--- config.mk ---
export PLATFORM = sky130hd
export DESIGN_NAME = prog_sequencer
export DESIGN_NICKNAME = d
export VERILOG_FILES = /design/src/rtl/prog_sequencer.sv
export SDC_FILE = /design/constraint.sdc
export NUM_CORES = 1
export LEC_CHECK = 0
export ABC_CLOCK_PERIOD_IN_PS = 3060
export BUFFER_PORTS_ARGS = -buffer_cell sky130_fd_sc_hd__buf_2
export CORE_UTILIZATION = 35
export CTS_CLUSTER_SIZE = 30
export DETAILED_ROUTE_END_ITERATION = 10
export PLACE_DENSITY_LB_ADDON = 0.08
export SYNTH_ARGS = -nofsm -noshare
export SYNTH_HDL_FRONTEND = slang
export SYNTH_SLANG_ARGS = --single-unit
--- constraint.sdc ---
create_clock -name clk -period 3.06 [get_ports clk]
set_clock_uncertainty 0.15 [all_clocks]
set_input_delay 0.153 -clock clk [delete_from_list [all_inputs] [get_ports clk]]
set_output_delay 0.153 -clock clk [all_outputs]
set_load 0.02 [all_outputs]
--- src/rtl/prog_sequencer.sv ---
// Program sequencer: the host loads 16-bit instructions a byte at a time, and the
// block replays them into the core one per cycle, with stall, stop and looping.
module prog_sequencer #(
  parameter int DEPTH = 8,
  parameter int AW    = $clog2(DEPTH),
  parameter int LW    = AW + 1
) (
  input  logic          clk,
  input  logic          rst_n,
  input  logic          wr_en,
  input  logic [7:0]    wr_byte,
  input  logic          clear,
  input  logic          start,
  input  logic          stop,
  input  logic          loop_en,
  input  logic          hold,
  output logic          issue_valid,
  output logic [15:0]   issue_inst,
  output logic          busy,
  output logic          done,
  output logic          err,
  output logic [LW-1:0] prog_len,
  output logic [7:0]    loop_cnt
);

  typedef enum logic [1:0] {
    ST_IDLE = 2'd0,
    ST_RUN  = 2'd1,
    ST_DONE = 2'd2
  } state_t;

  state_t        state_q, state_d;
  logic          issue_valid_q, issue_valid_d;
  logic [15:0]   issue_inst_q, issue_inst_d;
  logic          err_q, err_d;
  logic [LW-1:0] prog_len_q, prog_len_d;
  logic [7:0]    loop_cnt_q, loop_cnt_d;
  logic [AW-1:0] pc_q, pc_d;
  logic          hi_q, hi_d;
  logic [7:0]    low_q, low_d;

  logic [15:0]   mem [DEPTH];
  logic          mem_we;
  logic          last_slot;

  assign last_slot = ({1'b0, pc_q} == (prog_len_q - LW'(1)));

  always_comb begin
    state_d       = state_q;
    issue_valid_d = issue_valid_q;
    issue_inst_d  = issue_inst_q;
    err_d         = err_q;
    prog_len_d    = prog_len_q;
    loop_cnt_d    = loop_cnt_q;
    pc_d          = pc_q;
    hi_d          = hi_q;
    low_d         = low_q;
    mem_we        = 1'b0;

    case (state_q)
      ST_RUN: begin
        if (wr_en) begin
          err_d = 1'b1;
        end
        if (stop) begin
          state_d       = ST_IDLE;
          issue_valid_d = 1'b0;
          pc_d          = '0;
        end else if (hold) begin
          issue_valid_d = 1'b0;
        end else begin
          issue_valid_d = 1'b1;
          issue_inst_d  = mem[pc_q];
          if (!last_slot) begin
            pc_d = pc_q + AW'(1);
          end else if (loop_en) begin
            pc_d       = '0;
            loop_cnt_d = loop_cnt_q + 8'd1;
          end else begin
            state_d = ST_DONE;
          end
        end
      end

      default: begin
        issue_valid_d = 1'b0;
        // Loading is only legal while idle; a full program drops further bytes.
        if (wr_en) begin
          if (state_q != ST_IDLE || prog_len_q == LW'(DEPTH)) begin
            err_d = 1'b1;
          end else if (!hi_q) begin
            low_d = wr_byte;
            hi_d  = 1'b1;
          end else begin
            mem_we     = 1'b1;
            prog_len_d = prog_len_q + LW'(1);
            hi_d       = 1'b0;
          end
        end
        // Start looks at the pre-write length and phase, so it uses the _q values.
        if (clear) begin
          state_d    = ST_IDLE;
          prog_len_d = '0;
          hi_d       = 1'b0;
          err_d      = 1'b0;
          loop_cnt_d = '0;
        end else if (stop) begin
          state_d = ST_IDLE;
        end else if (start) begin
          if (prog_len_q != '0 && !hi_q) begin
            state_d    = ST_RUN;
            pc_d       = '0;
            loop_cnt_d = '0;
          end else begin
            err_d = 1'b1;
          end
        end
      end
    endcase
  end

  always_ff @(posedge clk or negedge rst_n) begin
    if (!rst_n) begin
      state_q       <= ST_IDLE;
      issue_valid_q <= 1'b0;
      issue_inst_q  <= '0;
      err_q         <= 1'b0;
      prog_len_q    <= '0;
      loop_cnt_q    <= '0;
      pc_q          <= '0;
      hi_q          <= 1'b0;
      low_q         <= '0;
    end else begin
      state_q       <= state_d;
      issue_valid_q <= issue_valid_d;
      issue_inst_q  <= issue_inst_d;
      err_q         <= err_d;
      prog_len_q    <= prog_len_d;
      loop_cnt_q    <= loop_cnt_d;
      pc_q          <= pc_d;
      hi_q          <= hi_d;
      low_q         <= low_d;
    end
  end

  // Program storage is deliberately left unreset.
  always_ff @(posedge clk) begin
    if (mem_we) begin
      mem[prog_len_q[AW-1:0]] <= {wr_byte, low_q};
    end
  end

  assign issue_valid = issue_valid_q;
  assign issue_inst  = issue_inst_q;
  assign busy        = (state_q == ST_RUN);
  assign done        = (state_q == ST_DONE);
  assign err         = err_q;
  assign prog_len    = prog_len_q;
  assign loop_cnt    = loop_cnt_q;

endmodule

# Word level (Yosys, flattened, before mapping)

Memory sizes are Yosys's and may differ from the RTL's. A register that Yosys moved wholly into a read port is not among the register bits.
Cells that the tools add are included.

Memories: 1
Bits in registers: 28
Memory bits (writable): 128
Input port bits: 16
Output and inout bits: 32

Multiplexer cells: 52
Equal/unequal tests: 17
Bitwise gates (word level): 5
Reductions and logical operators: 21
Add/sub/neg operators: 4

Memories:

| name | depth | width | read ports | clocked after memory_dff | write ports | RTL line | text |
|---|---|---|---|---|---|---|---|
| mem  | 8     | 16    | 1          | 1                        | 1           | 42       | `logic [15:0] mem [DEPTH];` |

Operator list:

| operator                                               | number |
|---|---|
| 2-to-1 mux 8 bit                                       | 9 |
| 2-to-1 mux 3 bit                                       | 9 |
| 2-to-1 mux 1 bit                                       | 21 |
| 2-to-1 mux 2 bit                                       | 9 |
| 2-to-1 mux 4 bit                                       | 4 |
| inequality test 2 bit (second input constant)          | 6 |
| nonzero test 4 bit                                     | 3 |
| nonzero test 2 bit                                     | 5 |
| adder 8 x 1 -> 8 bit (second input constant)           | 1 |
| AND reduction 4 bit                                    | 2 |
| AND reduction 7 bit                                    | 1 |
| inequality test 2 x 1 -> 1 bit (second input constant) | 3 |
| inequality test 3 bit (second input constant)          | 2 |
| AND reduction 3 bit                                    | 2 |
| AND reduction 6 bit                                    | 1 |
| nonzero test 3 bit                                     | 2 |
| inverter 1 bit                                         | 5 |
| AND reduction 5 bit                                    | 1 |
| adder 4 x 1 -> 4 bit (second input constant)           | 1 |
| equality test 3 x 4 -> 1 bit                           | 1 |
| equality test 4 bit (second input constant)            | 1 |
| inequality test 4 bit (second input constant)          | 1 |
| subtractor 4 x 1 -> 4 bit (second input constant)      | 1 |
| adder 3 x 1 -> 3 bit (second input constant)           | 1 |
| other kinds (6)                                        | 7 |

# Longest topological paths before layout

Gate-level depths: netlist (run 1).

Word-level depth: 9
Mapped depth: 9
Depth with buffers taken out: 7

# Worst setup path after synthesis (run 1)

OpenSTA, ideal clock, no wires.

Path type: reg-to-reg
Start: register prog_len_q[0], in the netlist prog_len[0]
End: memory mem[1][0] (enable)
Setup slack: -0.299 ns
Path buffers: 0
Stages on the path, launching flop included: 7
Setup time: 0.409 ns
Arrival time: 2.800 ns
Data required time: 2.501 ns
Cells stage by stage: dfrtp_1 > inv_1 > ha_1 > and3b_1 > nor4b_2 > nand2_1 > nor3_1

Longest elaborated chain between the ends: 7

RTL lines:

| what                                   | RTL line | text |
|---|---|---|
| start, declared                        | 36       | `logic [LW-1:0] prog_len_q, prog_len_d;` |
| start signal, assigned                 | 138      | `prog_len_q <= prog_len_d;` |
| equality test 4 bit                    | 89       | `if (state_q != ST_IDLE \|\| prog_len_q == LW'(DEPTH)) begin` |
| logical OR 1 bit                       | 89       |  |
| 2-to-1 mux 1 bit                       | 89       |  |
| 2-to-1 mux 1 bit                       | 88       | `if (wr_en) begin` |
| 2-to-1 mux 1 bit                       | 60       | `case (state_q)` |
| 2-to-1 mux 1 bit                       | 148      | `if (mem_we) begin` |
| 2-to-1 mux 1 bit (implied by the code) | 149      | `mem[prog_len_q[AW-1:0]] <= {wr_byte, low_q};` |
| end, declared                          | 42       |  |

Several ways; a longest one is shown, not always the timed one.

# Worst setup path in the final report (run 1)

Start: register prog_len_q[0], in the netlist prog_len[0]
End: register state_q[0]

Longest elaborated chain between the ends: 4
Elaborated cells on any way between the ends: 7
Classes of those cells: 1 x add/sub; 2 x eq/ne; 4 x reduce/logical

RTL lines:

| what                                                                                  | RTL line | text |
|---|---|---|
| subtractor 4 x 1 -> 4 bit or nonzero test 4 bit (tied branches)                       | 46, 110  |  |
| equality test 3 x 4 -> 1 bit or logical AND 1 bit (tied branches)                     | 46, 110  |  |
| inequality test 3 x 2 -> 1 bit (no source line) or nonzero test 4 bit (tied branches) | --       |  |
| AND reduction 5 bit (no source line) *                                                | --       |  |
| end signal, assigned                                                                  | 134      | `state_q <= state_d;` |
| end, declared                                                                         | 32       | `state_t state_q, state_d;` |

Mark *: on every way between the ends. The rest lies on a longest branch, timed or not.
A chain may end at the register's enable or synchronous reset.

==> results of run 1 <==
area by class of cell:
class                      count  area (µm²)  area share
clock buffer                  19         453      0.0549
clock inverter                13         105      0.0127
inverter                       7        26.3     0.00318
multi-input combinational    202        1880       0.227
sequential                   172        4950       0.600
tap                          265         332      0.0402
timing repair buffer          77         510      0.0619
metrics by stage:
stage	std cells	setup slack, ps	util
floorplan	401	124	-
global placement	708	457	0.387
detailed placement	708	401	0.387
CTS	755	110	0.424
global route	755	6.43	0.424
finish	755	207	0.424
kinds of logic after synthesis:
logic type / count (synthesis) / share of synthesized area
simple gates: 83 / 0.0624
compound gates: 51 / 0.0478
xor+xnor: 6 / 0.00758
mux: 58 / 0.143
flops: 172 / 0.713
buf+inv: 27 / 0.0184
fa+ha+maj: 4 / 0.00722
worst max-delay path, cell delays in order, from the launching register on:
cell and delay (ps):
dfrtp_2 440, inv_1 110, ha_1 240, xnor2_1 280
o211a_1 240, nand2_1 150, or4_1 450, dlygate4sd3_1 560
and2_1 130
power groups by stage:
stage | combinational, W | clock [W] | sequential (W)
after floorplan | 0.000190 | 0 | 0.00288
after global placement | 0.000448 | 0 | 0.00282
after detailed placement | 0.000452 | 0 | 0.00283
after CTS | 0.000467 | 0.00208 | 0.00278
after global routing | 0.000503 | 0.00217 | 0.00279
final | 0.000455 | 0.00203 | 0.00278
final timing paths:
| kind | from | endpoint | slack, ps | cells past startpoint |
|---|---|---|---|---|
| setup / recovery | prog_len[0] | state_q[0] | 210 | 8 |
| hold / removal | start | state_q[0] | 50 | 4 |
| setup reg to reg | prog_len[0] | state_q[0] | 210 | 8 |
| hold reg to reg | issue_inst[0] | issue_inst[0] | 370 | 2 |
| max in group asynchronous | rst_n | issue_inst[8] | 1860 | 3 |
| min in group asynchronous | rst_n | issue_inst[7] | 180 | 2 |
what timing repair did:
item                                    in CTS  in global routing
hold buffers                                15                  0
gates resized for setup                      0                  1
hold endpoints to repair                   103                  0
endpoints found under the setup margin       0                  2
routing by layer:
layer | part of all wire | up-vias
met5 | 0 | -
met3 | 0.033 | 22
li1 | - | 1719
met1 | 0.42 | 1919
met4 | 0.020 | 0
met2 | 0.53 | 80
sequential cells by signal, summed over array words and instances, names as in the netlist, 2 cells and up:
name        count
mem           128
prog_len        4
low_q           8
issue_inst     16
pc_q            3
state_q         2
loop_cnt        8
placed cells by master, fill, tap and decap left out, types with 2 or more instances in the layout:
master and count:
xor2_1 3, nor3_1 4, xnor2_1 3, inv_6 5
and2_1 3, clkbuf_16 17, clkbuf_8 2, a22o_1 2
nor3b_1 2, nand2b_1 5, nor3_2 2, nand3_1 6
o21ai_0 8, nor2b_1 3, dlygate4sd3_1 15, dfrtp_1 42
buf_2 47, or3_1 5, mux2i_1 16, dfrtp_2 2
buf_4 14, inv_1 7, clkinv_4 2, nor2_1 29
nand2_1 13, mux2_2 10, o31ai_1 4, or4_1 3
a21oi_1 26, clkinv_2 2, mux4_2 32, edfxtp_1 128
ha_1 4, clkinvlp_4 3
==> results_dict.tcl, run 1 <==
set metrics [dict create \
    core_mm2 0.0195 \
    p_per_area_mw_per_mm2 638 \
    endpoint_kind "flop" \
    initial_utilization 0.356 \
    fillers 1749 \
    power.share.combinational 0.087 \
    yosysSeqAreaShare 0.713 \
    vias 3740 \
    min_period_over_period 0.932 \
    busiest_layer "met2" \
    grt_util_met3 0.0295 \
    clock.fmax_mhz 351 \
    maxCapViolCount 0 \
    routedWlPerCell_um 19.8 \
    yosys-top-cells-area "edfxtp_1, dfrtp_1, mux4_2, mux2i_1, a21oi_1" \
    syn_to_final_growth_pct 19.0 \
    track_usage 0.162 \
    p_int_w 0.00395 \
    syn_inst 401 \
    avgSynthCellArea_um2 17.3 \
    final-hold-violation-count 0 \
    use_met2 0.285 \
    netlist_area_mm2 0.00693 \
    path_max_fanout 8 \
    final_area_mm2 0.00825 \
    switchingPower_w 0.00131 \
    hpwl_mm 9.59 \
    grt_first_pass_wirelength_mm 23.4 \
    path_clk_slew_ps 60 \
    synthArstFlopShare 0.256 \
    synth_ff_type "edfxtp_1" \
    outcome "complete, no violations" \
    cp.arrival_ps 3010 \
    peakVddDrop_mv 0.375 \
    clockPowerShare 0.386 \
    gr-usage-met1 0.195 \
    layout-drive-gt1-share 0.300 \
    p_leak_nw 2.90 \
    cts_buffers 17 \
    drc 0 \
    dr.pass1.iters 4 \
    die_y_um 143 \
    syn_nets 421 \
    cts_tree "yes" \
    port-buffer-count 47 \
    synth-seq-cells 172 \
    power_frac_seq 0.528 \
    io_pins 48 \
    clkSinkCount 172 \
    cts_setup_buffers 0 \
    dpl_cell_area_mm2 0.00754 \
    rows 51 \
    postRouteAntennaNets 0 \
    hold_class "in -> reg" \
    num_antenna_cells 0 \
    max-slew-margin-rel 0.529 \
    cts_root_buf "clkbuf_16" \
    finalWirelength_mm 14.9 \
    final-setup-viol-count 0 \
    yosysUniqueCellTypes 47 \
    clockBufferDepth 2 \
    yosysTopAreaCellShare 0.554 \
    grt.overflow.total 0 \
    synth_edf_count 128 \
    fin_crit_ps 2850 \
    yosysMostFrequentCell "edfxtp_1" \
    tns_ps 0 \
    die_area_mm2 0.0204 \
    rsz0062_at_grt "false" \
    worstPathRequired_ps 3220 \
    drt-initial-drc-count 211 \
    whs_ps 51.1 \
    die_w_um 143 \
    startpoint_type "flop" \
    worstSetupPathType "reg -> reg" \
    power_w 0.00526 \
    swShare 0.250 \
    grt_max_degree 36 \
    netlist_top_cells_count "edfxtp_1, dfrtp_1, mux4_2, nor2_1, a21oi_1" \
    grt_pass1_vias 3846 \
    viasPerCell 4.95 \
    tightest_slew_ps 706 \
    htree_levels 4 \
    gp_congestion 0.808 \
    yosysWarnings 0 \
    nNetsFinal 497 \
    antenna_found_initial 0 \
    synth.largest_area_cell "edfxtp_1" \
    maxSlewViolCount 0 \
    clock_latency_ps 430 \
]
Note: power is estimated with default switching activity, not from simulation.
==> run 2: changes to the inputs <==
--- a/config.mk
+++ b/config.mk
@@ -5,6 +5,7 @@
 export SDC_FILE = /design/constraint.sdc
 export NUM_CORES = 1
 export LEC_CHECK = 0
+export ABC_AREA = 1
 export ABC_CLOCK_PERIOD_IN_PS = 3060
 export BUFFER_PORTS_ARGS = -buffer_cell sky130_fd_sc_hd__buf_2
 export CORE_UTILIZATION = 35
==> run 2 against run 1 <==
Effect of this change:
- area after synthesis rose by 2.8%
- via count rose by 30%
- critical path depth rose by 1
- register-to-register slack improved by 250 ps
- clock power barely moved
- highest routed layer unchanged
==> results_dict.tcl, run 2 <==
set metrics [dict create \
    port-buffer-count 47 \
    worstPathRequired_ps 3270 \
    cts_root_buf "clkbuf_16" \
    final_cell_mix "edfxtp_1, nor2_1, nand2_1, o21ai_0, buf_2" \
    num_antenna_cells 0 \
    hpwl_mm 11.7 \
    mostFrequentLayoutCell "edfxtp_1" \
    tightest_slew_ps 1050 \
    nNetsFinal 698 \
    p_per_area_mw_per_mm2 781 \
    dr.pass1.iters 5 \
    grt_pass1_vias 4714 \
    reg2reg_depth 9 \
    netlist_area_mm2 0.00713 \
    grt_first_pass_wirelength_mm 28.1 \
    rows 51 \
    track_usage 0.188 \
    drc 0 \
    peakVddDrop_mv 0.380 \
    yosysUniqueCellTypes 32 \
    path_max_fanout 22 \
    postRouteAntennaNets 0 \
    worstReg2RegEnd "state_q[0]" \
    finalWirelength_mm 18.0 \
    cts_tree "yes" \
    synth_compound_area_frac 0.116 \
    yosysTopAreaCellShare 0.539 \
    routedWlPerCell_um 18.8 \
    synth-seq-cells 172 \
    largest_register_ffs 128 \
    netlist_top_cells_count "edfxtp_1, nor2_1, nand2_1, o21ai_0, dfrtp_1" \
    die_w_um 145 \
    pre_cts_ws_ps 713 \
    drt-initial-drc-count 448 \
    maxSlewViolCount 0 \
    io_pins 48 \
    synth_ff_type "edfxtp_1" \
    clock_latency_ps 430 \
    cts_setup_buffers 0 \
    yosysWarnings 0 \
    rsz0062_at_grt "false" \
    p_leak_nw 3.22 \
    clock.fmax_mhz 385 \
    synth_top_family_by_area "simple AND/OR/NAND/NOR gates" \
    fillers 1838 \
    reg2reg_from "pc_q[0]" \
    path_clk_slew_ps 70 \
    synth-simple-area-share 0.147 \
    cts_buffers 17 \
    clkSinkCount 172 \
    whs_path_depth 3 \
    hold_class "in -> reg" \
    layout-drive-gt1-share 0.174 \
    cp.arrival_ps 2800 \
    r2r_slack_ps 460 \
    antenna_found_initial 0 \
    die_y_um 145 \
    yosysSeqAreaShare 0.694 \
    yosys-top-cells-area "edfxtp_1, dfrtp_1, o21ai_0, nor2_1, nand2_1" \
    die_area_mm2 0.0209 \
    max-slew-margin-rel 0.297 \
    syn_inst 609 \
    clockBufferDepth 2 \
    maxCapViolCount 0 \
    synth_adder_area_share 0.00702 \
    viasPerCell 5.09 \
    tns_ps 0 \
    gp_congestion 0.800 \
    final-hold-violation-count 0 \
    syn_nets 629 \
    synth-xor-area-share 0.00614 \
    yosysMostFrequentCell "edfxtp_1" \
    vias 4867 \
    final-setup-viol-count 0 \
    core_mm2 0.0197 \
    worstSetupPathType "reg -> reg" \
    initial_utilization 0.361 \
    dpl_cell_area_mm2 0.00768 \
    avgSynthCellArea_um2 11.7 \
    synthArstFlopShare 0.256 \
    grt_max_degree 68 \
    holdCritStartpoint "hold" \
    timing.final.ws_setup_ps 462 \
    syn_to_final_growth_pct 17.9 \
    startpoint_type "flop" \
    final_area_mm2 0.00840 \
    grt.overflow.total 0 \
    synth_mux_area_frac 0 \
    endpoint_kind "flop" \
    synth.largest_area_cell "edfxtp_1" \
    hold_end "issue_inst[5]" \
    fin_crit_ps 2600 \
    synth_edf_count 128 \
    outcome "complete, no violations" \
    min_period_over_period 0.849 \
    htree_levels 4 \
]
==> run 2: cell types whose count changed in the layout (fill, tap and decap cells not counted), moves of 5 or more <==
cell,before,now
a21oi_1,26,3
inv_2,0,9
mux2_2,10,0
mux2i_1,16,0
mux4_2,32,0
nand2_1,13,89
nand2_2,0,5
nand2b_1,5,0
nand3_1,6,39
nor2_1,29,90
o21ai_0,8,82
o21ai_1,0,15
o221ai_1,0,32
or3_1,5,0
==> run 2: through the flow <==
| stage | hold slack (ps) | utilization | std cells | total power [W] |
|---|---|---|---|---|
| 2_1_floorplan | -293 | - | 609 | 0.00399 |
| 3_3_place_gp | 214 | 0.390 | 908 | 0.00454 |
| 3_5_place_dp | 237 | 0.390 | 908 | 0.00454 |
| 4_1_cts | 147 | 0.426 | 956 | 0.00664 |
| 5_1_grt | 147 | 0.426 | 956 | 0.00694 |
| 6_report | 157 | 0.426 | 956 | 0.00656 |
==> run 2: critical path: stages (launching register included) <==
cell and delay, ps:
dfrtp_2 360, clkinv_1 550, nand2_1 200, nand2_1 90, nor2_2 150, nand3_2 170
nand2_1 120, nand4_1 80, dlygate4sd3_1 590, nand2_1 70
==> run 2: routing by layer <==
| layer | up-vias | share of wire | track usage | wire, µm |
|---|---|---|---|---|
| li1 | 2334 | - | - | - |
| met1 | 2396 | 0.49 | 0.274 | 8900 |
| met2 | 124 | 0.46 | 0.283 | 8260 |
| met3 | 13 | 0.039 | 0.0349 | 696 |
| met4 | 0 | 0.0082 | 0.0571 | 147 |
| met5 | - | 0 | 0 | 0 |
==> run 2: cell type report <==
cell class / instances / area [µm²] / area share
Tap cell: 265 / 332 / 0.0395
Multi-Input combinational cell: 387 / 1970 / 0.234
Clock inverter: 14 / 133 / 0.0158
Timing Repair Buffer: 80 / 523 / 0.0622
Sequential cell: 172 / 4950 / 0.589
Inverter: 20 / 75.1 / 0.00893
Clock buffer: 18 / 429 / 0.0511
==> run 2: kinds of logic after synthesis <==
logic type,count (synthesis)
AND/OR/NAND/NOR,241
flip-flops,172
AO/OA/AOI/OAI,137
buffers and inverters,50
XOR/XNOR,5
adder cells (fa/ha/maj),4
==> run 2: power by group <==
part           internal, W  leakage (nW)  total [W]  switching [W]
combinational     0.000403          1.22    0.00135       0.000945
sequential         0.00289          1.73    0.00316       0.000270
clock              0.00113         0.268    0.00206       0.000922
total              0.00443          3.22    0.00656        0.00214
==> run 2: what timing repair did <==
action                     in CTS  in global routing
setup endpoints to repair       0                  0
gates resized for setup         0                  0
hold buffers                   16                  0
hold endpoints to repair      119                  0
==> run 2: worst max path at each step <==
stage | start | cells past startpoint | endpoint | slack, ps
finish | pc_q[0] | 9 | state_q[0] | 460
global route | pc_q[0] | 9 | state_q[0] | 180
CTS | pc_q[0] | 9 | state_q[0] | 450
detailed placement | prog_len[0] | 9 | mem[7][13] | 710
global placement | prog_len[0] | 9 | mem[6][13] | 770
floorplan | prog_len[0] | 8 | mem[1][0] | 330
==> run 3: changes to the inputs <==
--- a/config.mk
+++ b/config.mk
@@ -6,7 +6,7 @@
 export NUM_CORES = 1
 export LEC_CHECK = 0
 export ABC_AREA = 1
-export ABC_CLOCK_PERIOD_IN_PS = 3060
+export ABC_CLOCK_PERIOD_IN_PS = 2500
 export BUFFER_PORTS_ARGS = -buffer_cell sky130_fd_sc_hd__buf_2
 export CORE_UTILIZATION = 35
 export CTS_CLUSTER_SIZE = 30
==> constraint.sdc (replaced) <==
create_clock -name clk -period 2.5 [get_ports clk]
set_clock_uncertainty 0.15 [all_clocks]
set_input_delay 0.125 -clock clk [delete_from_list [all_inputs] [get_ports clk]]
set_output_delay 0.125 -clock clk [all_outputs]
set_load 0.02 [all_outputs]
==> run 3 against run 2 <==
Effect of this change:
- clock power is 31% higher
- final cell count grew 0.21%
- die area did not move
- global-route usage is 0.14 points lower
- critical endpoint unchanged
- non-clock buffer count rose by 2
- fmax is 11% higher
==> results_dict.tcl, run 3 (synthesis gave the netlist of run 2 again) <==
set metrics [dict create \
    p_per_area_mw_per_mm2 964 \
    final-setup-viol-count 0 \
    drt-initial-drc-count 361 \
    path_max_fanout 9 \
    tightest_slew_ps 771 \
    dr.pass1.iters 5 \
    track_usage 0.186 \
    r2r_slack_ps 160 \
    rsz0062_at_grt "false" \
    nNetsFinal 700 \
    cpPeakStageDelay_ps 570 \
    dpl_cell_area_mm2 0.00776 \
    endpoint_kind "flop" \
    clockBufferDepth 2 \
    final_cell_mix "edfxtp_1, nor2_1, nand2_1, o21ai_0, buf_2" \
    die_w_um 145 \
    crit_family "buffers and inverters" \
    p_leak_nw 3.25 \
    worstSetupPathType "reg -> reg" \
    mostFrequentLayoutCell "edfxtp_1" \
    final_area_mm2 0.00853 \
    grt.overflow.total 0 \
    postRouteAntennaNets 0 \
    fin_crit_ps 2340 \
    vias 4863 \
    maxCapViolCount 0 \
    htree_levels 4 \
    cp.arrival_ps 2550 \
    grt_first_pass_wirelength_mm 27.8 \
    worstPathRequired_ps 2710 \
    syn_to_final_growth_pct 19.7 \
    path_clk_slew_ps 70 \
    tns_ps 0 \
    min_period_over_period 0.935 \
    cts_tree "yes" \
    die_y_um 145 \
    clock.fmax_mhz 428 \
    path_common_cell "nand2_1" \
    num_antenna_cells 0 \
    rows 51 \
    layout-drive-gt1-share 0.176 \
    dp.cells 910 \
    gp_congestion 0.818 \
    clkSinkCount 172 \
    port-buffer-count 47 \
    grt_pass1_vias 4742 \
    startpoint_type "flop" \
    maxSlewViolCount 0 \
    viasPerCell 5.08 \
    hpwl_mm 11.8 \
    cts_root_buf "clkbuf_16" \
    grt_max_degree 45 \
    initial_utilization 0.361 \
    hold_class "in -> reg" \
    cp_cell_sequence "inv_2 > ha_1 > inv_1 > nand2_1 > nand2_1 > nor2_2 > nand3_2 > nand2_1 > nand4_1 > dlygate4sd3_1 > nand2_1" \
    finalWirelength_mm 18.1 \
    peakVddDrop_mv 0.472 \
    largest_register_ffs 128 \
    fillers 1832 \
    core_mm2 0.0197 \
    crit_slowest_cell "dlygate4sd3_1" \
    drc 0 \
    final-hold-violation-count 0 \
    stdcell_count 958 \
    max-slew-margin-rel 0.486 \
    crit_buf_inv 3 \
    antenna_found_initial 0 \
    clock_latency_ps 420 \
    outcome "complete, no violations" \
    die_area_mm2 0.0209 \
    cts_buffers 17 \
    routedWlPerCell_um 18.9 \
    io_pins 48 \
    cts_setup_buffers 0 \
]
-- run 3: cell types whose count changed in the layout (fill, tap and decap cells not counted), sizes merged --
cell,delta
clkinvlp,+2
clkbuf,+1
bufinv,+2
buf,+2
clkinv,-1
inv,-4
-- run 3: cell type report --
class	instances	area (µm²)	area share
clock inverters	13	166	0.0195
multi-input cells	387	1970	0.231
flip-flops and latches	172	4950	0.580
clock buffers	19	443	0.0519
inverters	20	75.1	0.00880
repair buffers	82	601	0.0704
well taps	265	332	0.0389
-- run 3: power by group --
| part | total (W) | internal [W] | switching (W) |
|---|---|---|---|
| Combinational | 0.00167 | 0.000506 | 0.00116 |
| Sequential | 0.00386 | 0.00354 | 0.000318 |
| Clock | 0.00270 | 0.00160 | 0.00110 |
-- run 3: final timing paths --
kind	start	end	cells after the start
hold / removal	hold	issue_inst[4]	3
min in group asynchronous	rst_n	issue_inst[5]	2
max in group asynchronous	rst_n	prog_len[1]	3
setup reg to reg	prog_len[0]	state_q[0]	11
setup / recovery	prog_len[0]	state_q[0]	11
hold reg to reg	issue_inst[4]	issue_inst[4]	2
-- run 3: repair_timing --
action                                 in CTS  in global routing
gates resized for setup                     0                  1
hold buffers                               16                  0
endpoints found under the hold margin     112                  0
setup endpoints to repair                   0                  1
-- run 3: worst reg2reg max path: stages (launching register included) --
cell           delay, ps
dfrtp_1              410
inv_2                100
ha_1                 310
inv_1                 60
nand2_1               60
nand2_1               70
nor2_2               120
nand3_2              160
nand2_1              110
nand4_1               70
dlygate4sd3_1        570
nand2_1               70
-- run 3: metal layers --
metal,up-vias,share of wire,GRT usage
met5,-,0,0
met4,0,0.0094,0.0554
met2,90,0.45,0.268
li1,2342,-,-
met1,2421,0.51,0.283
met3,10,0.036,0.0355
-- run 3: per-stage QoR --
step	hold slack, ps	total power (W)	util	setup slack (ps)
finish	130	0.00822	0.433	163
CTS	127	0.00830	0.433	175
global placement	84.2	0.00555	0.394	319
floorplan	-321	0.00489	-	-226
detailed placement	101	0.00557	0.394	292
global route	161	0.00866	0.433	2.62
